**config.mk**
```make
export PLATFORM = sky130hd
export DESIGN_NAME = lc4_muldiv
export DESIGN_NICKNAME = d
export VERILOG_FILES = /design/src/rtl/lc4_muldiv_pkg.sv /design/src/rtl/lc4_divstep.sv /design/src/rtl/lc4_muldiv.sv
export SDC_FILE = /design/constraint.sdc
export NUM_CORES = 1
export LEC_CHECK = 0
export ABC_AREA = 1
export CORE_MARGIN = 3
export CORE_UTILIZATION = 52
export DETAILED_ROUTE_END_ITERATION = 8
export PLACE_DENSITY = 0.89
export SYNTH_ARGS = -nofsm -noshare
export SYNTH_HDL_FRONTEND = slang
export SYNTH_SLANG_ARGS = --single-unit
```
**constraint.sdc**
```tcl
create_clock -name clk -period 2.2 [get_ports clk]
set_input_delay 0.44 -clock clk [delete_from_list [all_inputs] [get_ports clk]]
set_output_delay 0.44 -clock clk [all_outputs]
set_load 0.02 [all_outputs]
```
**src/rtl/lc4_muldiv_pkg.sv**
```systemverilog
// Shared types and decode constants for the LC4 iterative multiply/divide unit.
// The op-select decode helper lives here so the top and any future users agree on it.
package lc4_muldiv_pkg;

  typedef enum logic [1:0] {
    IDLE = 2'd0,
    CALC = 2'd1,
    DONE = 2'd2
  } state_t;

  typedef enum logic [1:0] {
    OP_MUL     = 2'd0,
    OP_DIV     = 2'd1,
    OP_MOD     = 2'd2,
    OP_ILLEGAL = 2'd3
  } op_t;

  localparam logic [3:0] OPC_ARITH = 4'b0001;
  localparam logic [3:0] OPC_MOD   = 4'b1010;
  localparam logic [2:0] SUB_MUL   = 3'b001;
  localparam logic [2:0] SUB_DIV   = 3'b011;
  localparam logic [1:0] SUB_MOD   = 2'b11;

  function automatic op_t decode_op(input logic [15:0] insn, input logic mul_en);
    op_t op;
    op = OP_ILLEGAL;
    if (insn[15:12] == OPC_ARITH && insn[5:3] == SUB_MUL && mul_en) op = OP_MUL;
    else if (insn[15:12] == OPC_ARITH && insn[5:3] == SUB_DIV)      op = OP_DIV;
    else if (insn[15:12] == OPC_MOD && insn[5:4] == SUB_MOD)        op = OP_MOD;
    return op;
  endfunction

endpackage

```
**src/rtl/lc4_divstep.sv**
```systemverilog
// One restoring-division step: shift the next dividend bit into the partial
// remainder, subtract the divisor if it fits, and report the quotient bit.
module lc4_divstep #(
  parameter int WORD_SIZE = 16
) (
  input  logic [WORD_SIZE:0]   rem_in,
  input  logic                 dividend_bit,
  input  logic [WORD_SIZE-1:0] divisor,
  output logic                 q_bit,
  output logic [WORD_SIZE:0]   rem_out
);

  logic [WORD_SIZE+1:0] shifted;
  logic [WORD_SIZE+1:0] dvs;

  assign shifted = {rem_in, dividend_bit};
  assign dvs     = {2'b00, divisor};
  assign q_bit   = (shifted >= dvs);
  assign rem_out = q_bit ? (WORD_SIZE+1)'(shifted - dvs) : shifted[WORD_SIZE:0];

endmodule

```
**src/rtl/lc4_muldiv.sv**
```systemverilog
// Iterative unsigned MUL/DIV/MOD unit for LC4 with valid/ready handshakes on
// both request and result sides; one bit of work per clock in CALC.
module lc4_muldiv
  import lc4_muldiv_pkg::*;
#(
  parameter int WORD_SIZE = 16,
  parameter int MUL_EN    = 1
) (
  input  logic                 clk,
  input  logic                 rst_n,
  input  logic                 i_valid,
  output logic                 o_ready,
  input  logic [15:0]          i_insn,
  input  logic [WORD_SIZE-1:0] i_r1data,
  input  logic [WORD_SIZE-1:0] i_r2data,
  output logic                 o_valid,
  input  logic                 i_ready,
  output logic [WORD_SIZE-1:0] o_result,
  output logic                 o_divzero,
  output logic                 o_illegal
);

  localparam int CNT_W = $clog2(WORD_SIZE + 1);

  state_t               state, state_nxt;
  op_t                  op_q, op_dec;
  logic [CNT_W-1:0]     count;
  logic [WORD_SIZE-1:0] a_q, b_q, acc_q, result_q;
  logic [WORD_SIZE-1:0] acc_nxt, quo_nxt;
  logic [WORD_SIZE:0]   rem_q, rem_nxt;
  logic                 q_bit, divzero_q, illegal_q;
  logic                 skip, last_iter;

  assign op_dec    = decode_op(i_insn, MUL_EN != 0);
  // Illegal ops and divide-by-zero have a fixed answer, so they bypass CALC.
  assign skip      = (op_dec == OP_ILLEGAL) || (op_dec != OP_MUL && i_r2data == '0);
  assign last_iter = (count == CNT_W'(1));
  assign acc_nxt   = b_q[0] ? acc_q + a_q : acc_q;
  assign quo_nxt   = {a_q[WORD_SIZE-2:0], q_bit};

  // a_q doubles as the dividend shift register; quotient bits fill it from the LSB.
  lc4_divstep #(.WORD_SIZE(WORD_SIZE)) u_divstep (
    .rem_in       (rem_q),
    .dividend_bit (a_q[WORD_SIZE-1]),
    .divisor      (b_q),
    .q_bit        (q_bit),
    .rem_out      (rem_nxt)
  );

  // NOTE: sequential state uses non-blocking assignments so every register
  // samples pre-edge values regardless of statement order.
  always_ff @(posedge clk or negedge rst_n) begin
    if (!rst_n) state <= IDLE;
    else        state <= state_nxt;
  end

  // NOTE: the default assignment first keeps this block free of inferred latches.
  always_comb begin
    state_nxt = state;
    case (state)
      IDLE:    if (i_valid) state_nxt = skip ? DONE : CALC;
      CALC:    if (last_iter) state_nxt = DONE;
      DONE:    if (i_ready) state_nxt = IDLE;
      default: state_nxt = IDLE;
    endcase
  end

  // NOTE: the datapath is reset as well, because reset must clear the result
  // outputs and the counter even when it lands in the middle of CALC.
  always_ff @(posedge clk or negedge rst_n) begin
    if (!rst_n) begin
      op_q      <= OP_ILLEGAL;
      count     <= '0;
      a_q       <= '0;
      b_q       <= '0;
      acc_q     <= '0;
      rem_q     <= '0;
      result_q  <= '0;
      divzero_q <= 1'b0;
      illegal_q <= 1'b0;
    end else begin
      case (state)
        IDLE: if (i_valid) begin
          op_q      <= op_dec;
          a_q       <= i_r1data;
          b_q       <= i_r2data;
          acc_q     <= '0;
          rem_q     <= '0;
          count     <= skip ? '0 : CNT_W'(WORD_SIZE);
          result_q  <= '0;
          divzero_q <= skip && (op_dec != OP_ILLEGAL);
          illegal_q <= (op_dec == OP_ILLEGAL);
        end
        CALC: begin
          count <= count - CNT_W'(1);
          if (op_q == OP_MUL) begin
            acc_q <= acc_nxt;
            a_q   <= a_q << 1;
            b_q   <= b_q >> 1;
          end else begin
            rem_q <= rem_nxt;
            a_q   <= quo_nxt;
          end
          if (last_iter) begin
            case (op_q)
              OP_MUL:  result_q <= acc_nxt;
              OP_DIV:  result_q <= quo_nxt;
              default: result_q <= rem_nxt[WORD_SIZE-1:0];
            endcase
          end
        end
        DONE: if (i_ready) begin
          result_q  <= '0;
          divzero_q <= 1'b0;
          illegal_q <= 1'b0;
        end
        default: ;
      endcase
    end
  end

  assign o_ready   = (state == IDLE);
  assign o_valid   = (state == DONE);
  assign o_result  = result_q;
  assign o_divzero = divzero_q;
  assign o_illegal = illegal_q;

endmodule

```
Yosys cells after proc, flatten, opt, wreduce, memory -nomap -nowiden:

Cells that the tools add are included.

* input bits: 52
* output and inout bits: 20
* register bits: 92
* logic and storage cells: 84

* eq/ne operators: 16
* reduce and logical (&&, ||, !) cells: 20
* muxes and demuxes: 34
* add/subtract/negate cells: 3
* magnitude comparators: 1

Operator list (number)
* 16-bit two-way mux: 8
* 16-bit one-hot mux with 2 select lines: 4
* 17-bit two-way mux: 3
* 16-bit one-hot mux with 3 select lines: 1
* 17-bit one-hot mux with 2 select lines: 1
* 18-bit by 16-bit >= comparator with 1-bit output: 1
* 17-bit by 16-bit subtractor with 17-bit output: 1
* 16-bit adder: 1
* 16-bit zero test: 1
* 2-bit two-way mux: 6
* 3-bit AND reduction: 4
* 5-bit two-way mux: 2
* 2-bit inequality test, second input constant: 5
* 5-bit one-hot mux with 2 select lines: 1
* 2-bit == test, second input constant: 3
* 2-bit one-hot mux with 3 select lines: 1
* 2-bit nonzero test: 3
* 5-bit by 1-bit == test with 1-bit output, second input constant: 1
* 1-bit logical AND: 5
* 1-bit two-way mux: 5
* 5-bit by 1-bit subtractor with 5-bit output, second input constant: 1
* 2-bit by 1-bit == test with 1-bit output, second input constant: 2
* 4-bit by 1-bit == test with 1-bit output, second input constant: 1
* 4-bit == test, second input constant: 1
* 9 further kinds: 12

Depth between registers and ports, before layout:

* word-level depth: 11
* depth in mapped cells: 18
* mapped depth without buffers: 17

Modules after synthesis:

Synthesis repeated with hierarchy kept, for this count alone.

* cells, all modules: 1041
* area total of the unflattened synthesis: 7166.9 sq um

By module, submodules not included
* lc4_muldiv: seq. area each 2304.7 sq um, area an instance 5661.7 sq um, instances 1, cells each 752
* lc4_divstep: seq. area each 0.0 sq um, area an instance 1505.2 sq um, instances 1, cells each 289

Worst setup path before layout:

Ideal clock, no wire load.

* path kind: flip-flop to flip-flop
* start point: reg a_q[15]
* end point: reg result_q[3] (netlist: o_result[3])
* required time: 2.084 ns
* library setup time: 0.116 ns
* arrival time: 2.039 ns
* path slack: 0.045 ns
* stages on the path, launching flop included: 18
* clock period less this slack: 2.155 ns
* path buffers: 1
* path through: dfrtp_1 -> inv_1 -> ha_1 -> inv_1 -> fa_1 -> nand2_1 -> nand2_1 -> nand3_1 -> nand2_1 -> nand2_2 -> nand2_4 -> nand2_8 -> nand2_8 -> buf_8 -> o21ai_2 -> nand2_1 -> nand2_1 -> nand2_1

* longest elaborated chain between the ends: 5
* elaborated cells on any way between the ends: 6
* those cells by class: 1 x add/sub; 1 x order compare; 4 x mux

RTL lines
* start, declared: RTL line lc4_muldiv.sv:28 `logic [WORD_SIZE-1:0] a_q, b_q, acc_q, result_q;`
* start signal, assigned: RTL line lc4_muldiv.sv:85 `a_q <= i_r1data;`
* start signal, assigned: RTL line lc4_muldiv.sv:98 `a_q <= a_q << 1;`
* start signal, assigned: RTL line lc4_muldiv.sv:102 `a_q <= quo_nxt;`
* 17-bit by 16-bit subtractor with 17-bit output or 18-bit by 16-bit >= comparator with 1-bit output (tied branches): RTL line lc4_divstep.sv:19, lc4_divstep.sv:18
* 17-bit two-way mux *: RTL line lc4_divstep.sv:19 `assign rem_out = q_bit ? (WORD_SIZE+1)'(shifted - dvs) : shifted[WORD_SIZE:0];`
* 16-bit one-hot mux with 2 select lines *: RTL line lc4_muldiv.sv:105 `case (op_q)`
* 16-bit two-way mux *: RTL line lc4_muldiv.sv:104 `if (last_iter) begin`
* 16-bit one-hot mux with 3 select lines *: RTL line lc4_muldiv.sv:82 `case (state)`
* end signal, assigned: RTL line lc4_muldiv.sv:106 `OP_MUL: result_q <= acc_nxt;`
* end signal, assigned: RTL line lc4_muldiv.sv:107 `OP_DIV: result_q <= quo_nxt;`
* end signal, assigned: RTL line lc4_muldiv.sv:108 `default: result_q <= rem_nxt[WORD_SIZE-1:0];`
* end, declared: RTL line lc4_muldiv.sv:28

Mark *: on every way between the ends. The rest lies on a longest branch, timed or not. The select of a mux whose other input is x is not followed.
A chain may end at the register's enable or synchronous reset.

Worst setup path in the final report:

* start point: reg a_q[15]
* end point: reg result_q[7] (netlist: o_result[7])

The elaborated chain is that of the path after synthesis.

==> impl_results.md <==
* Grt peak-use layer: met2
* Vias in the first global route at 6514
* Share of cells above drive strength 1 at 12.23%
* Period minus WS final at between 2 and 2.5 ns
* Met2 usage at 43.30%
* Pleak at between 4 and 5 nW
* Synth async-reset ratio at between 90% and 100%
* Final GP Congestion at 0.9307
* Top FF cell, synth: dfrtp_1
* # H-tree levels at 3
* First-pass GRT wire length at around 30 mm
* Io pins at 72
* Min-delay worst type: in -> async
* Nets@finish at 1129
* Drt pass-1 iters at 6
* Max Freq at ~450 MHz
* Pin count of the biggest net entering global routing at 47
* Number of synthesized flops with an enable pin at 0
* Share of the yosys chip area belonging to registers at between 30% and 40%
* Hold_buf cts at 0
* Core Region at roughly 12000 um^2
* Iteration-0 DRC Markers at ~690
* Final Hold Viols at 0
* GRT Total Usage at 26.08%
* Syn Std Cell Area at 6540 um^2
* Slew headroom at 50.13%
* Row count at 40
* Initial core utilization at between 50% and 60%
* Worst Path Required at between 2 and 2.5 ns
* Wire length per cell at roughly 16 um
* GRT overflow at 0
* Die span in x at ~120 um
* Maxcap violations at 0
* Setup ws final at -0.01294 ns
* Combinational Power Share at between 50% and 60%
* P per Cell Area at 954.5 nW/um^2
* Initial antenna violation count at 0
* CTS tree: built
* Post-synth net total at ~1000
* Clk Latency, worst-skew pair at around 0.35 ns
* Number of port buffers at 62
* Root Driver: clkbuf_16
* Max Slew Vio Count at 0
* Met3 Usage GRT at slightly below 5%
* Vias at just under 7000
* Setup Slack @ Placement at -0.05823 ns
* Setup Crit Path Kind: reg -> reg
* Post-route insts no fill at 1215
* Total clock buffers created by CTS at 9
* Area delta synth->final at 23.78%
* Die height at 118.1 um
* Final period util at 100.6%
* Routed Wire Length at ~19 mm
* Die ar. at around 14000 um^2
* Sw Ratio at roughly 44%
* Skew final at 0.01333 ns
* Crit path DAT at roughly 2.5 ns
* Power Internal at approximately 4.3 mW
* Inserted Diodes at 0
* Maximum root-to-sink buffer count at 2
* Violated checks: setup timing
* Reg clk slew, reported paths at roughly 0.060 ns
* WHS at slightly above 0.06 ns
* Seq cells post-synth at 92
* HPWL after DPL at ~13 mm
* R2r worst-path depth at 16
* Peak VDD IR at roughly 0.73 mV
* Clk pwr share at about 20%
* Status: complete, but fails checks
* Post-DRT Antenna Nets at 0
* Sequential share of power at between 20 and 30%
* CP max FO at 6
* Worst Setup End Kind: flip-flop
* Post-Syn Instances at ~950
* Yosys warning total at 0
* Unrepaired setup endpoints after global routing: yes
* Netlist cell types at 42
* Clk sinks at 92
* Switch Pwr at 3.413 mW
* Via/cell ratio at about 5.6
* DRC errors left at 0
* Placed Cells incl. Taps at approximately 1200
* Setup crit start kind: flip-flop
* Actual slew at the worst max-slew pin at 0.7473 ns
* Mean Syn Cell Area at 6.870 um^2
* Final setup fails at 1
* GR Layer Usage met1 at approximately 34%
-- state kept, by name (all words and copies together), names as in the netlist --
name,cells
state,2
acc_q,16
o_result,16
o_illegal,1
rem_q,17
count,5
op_q,2
o_divzero,1
a_q,16
b_q,16
-- kinds of logic (layout without fill, tap and decap cells) --
kind of cell,count (synthesis),after routing,share of synthesized area [%]
buffers and inverters,164,257,9.967
XOR/XNOR,14,14,1.875
AO/OA/AOI/OAI,152,152,13.72
flip-flops,92,92,35.24
adder cells (fa/ha/maj),35,35,6.926
multiplexers,2,2,0.3252
AND/OR/NAND/NOR,493,495,31.95
-- metal layers --
metal / vias up / share of wire, %
met1: 3127 / 40
met2: 358 / 47
met5: - / 0
met4: 0 / 3.7
li1: 3258 / -
met3: 71 / 8.7
-- power groups by stage --
stage | combinational [mW] | clock, mW | sequential, mW
floorplan | 2.43 | 0 | 2.24
finish | 3.92 | 1.53 | 2.28
CTS | 3.63 | 1.53 | 2.25
global route | 4.29 | 1.59 | 2.30
detailed placement | 3.57 | 0 | 2.28
global placement | 3.46 | 0 | 2.27
-- critical path: stages (launching register included) --
cell and delay (ns):
dfrtp_1 0.39, inv_2 0.08, ha_4 0.12, inv_2 0.05, fa_2 0.33, nand2_1 0.07
nand2_1 0.06, nand3_1 0.09, nand2_2 0.08, nand2_2 0.10, nand2_4 0.08, nand2_8 0.14
nand2_4 0.14, o21ai_2 0.19, nand2_1 0.07, nand2_1 0.06, nand2_1 0.04
-- synthesized netlist by cell type, types with 4 or more instances --
| cell | n | area [um^2] |
|---|---|---|
| buf_2 | 5 | 25.02 |
| nand2_1 | 337 | 1265 |
| xnor2_1 | 7 | 61.31 |
| nand4_1 | 6 | 37.54 |
| xor2_1 | 7 | 61.31 |
| nor2_1 | 39 | 146.4 |
| o21ai_1 | 21 | 105.1 |
| o211ai_1 | 19 | 142.6 |
| o22ai_1 | 7 | 43.79 |
| nor4_1 | 4 | 25.02 |
| nand2_2 | 7 | 43.79 |
| nor3_1 | 5 | 25.02 |
| ha_1 | 33 | 412.9 |
| nand3_1 | 72 | 360.4 |
| nand3b_1 | 5 | 37.54 |
| a21oi_1 | 37 | 185.2 |
| inv_2 | 5 | 18.77 |
| dfrtp_1 | 90 | 2252 |
| and2_1 | 6 | 37.54 |
| o21ai_0 | 40 | 200.2 |
| clkbuf_1 | 12 | 45.04 |
| a22oi_1 | 15 | 112.6 |
| inv_1 | 131 | 491.7 |
| nor2_2 | 6 | 37.54 |
| o21ai_2 | 7 | 61.31 |
-- what timing repair did --
item                       in CTS  in global routing
cloned                          1                  1
setup endpoints to repair       5                 37
resized for setup               3                 44
setup buffers                   0                  6
hold endpoints to repair        0                  0
pin swaps                       0                 13
-- final timing paths --
path / slack (ns) / end / from
max: -0.01 / o_result[7] / a_q[15]
min: 0.06 / count[2] / rst_n
max reg2reg: -0.01 / o_result[7] / a_q[15]
min reg2reg: 0.48 / o_result[9] / o_result[9]
max in group asynchronous: 1.45 / o_result[11] / rst_n
min in group clk: 0.48 / o_result[9] / o_result[9]
-- layout by cell type (no fill, tap or decap), types with 5 or more instances in the layout --
cell,count
a22oi_1,15
clkbuf_16,9
o211ai_1,19
ha_1,25
o21ai_1,20
dfrtp_1,90
and2_1,6
nand3_2,8
nand2_1,330
ha_4,6
nand3b_1,5
nor3_1,5
nand4_1,6
xor2_1,7
nand2_2,14
a21oi_1,36
o21ai_0,40
inv_2,10
inv_1,126
buf_4,37
clkdlybuf4s50_1,61
o22ai_1,7
nor2_2,8
nand3_1,64
nor2_1,36
xnor2_1,7
-- per-stage QoR --
stage,cell area (um^2),power [mW],TNS [ns],util (%)
5_1_grt,8095,8.189,-1.948,66.56
6_report,8095,7.727,-0.01294,66.56
2_1_floorplan,6540,4.671,0,-
4_1_cts,7834,7.417,0,64.41
3_5_place_dp,7521,5.849,-0.08283,61.84
3_3_place_gp,7521,5.737,0,61.84
-- final cells by class --
type	instances	area (um^2)
Tap cell	168	210.2
Timing Repair Buffer	102	954.7
Multi-Input combinational cell	698	3814
Fill cell	932	4066
Clock inverter	3	20.02
Inverter	139	521.8
Clock buffer	13	270.3
Sequential cell	92	2305
(Power assumes the default switching activity.)
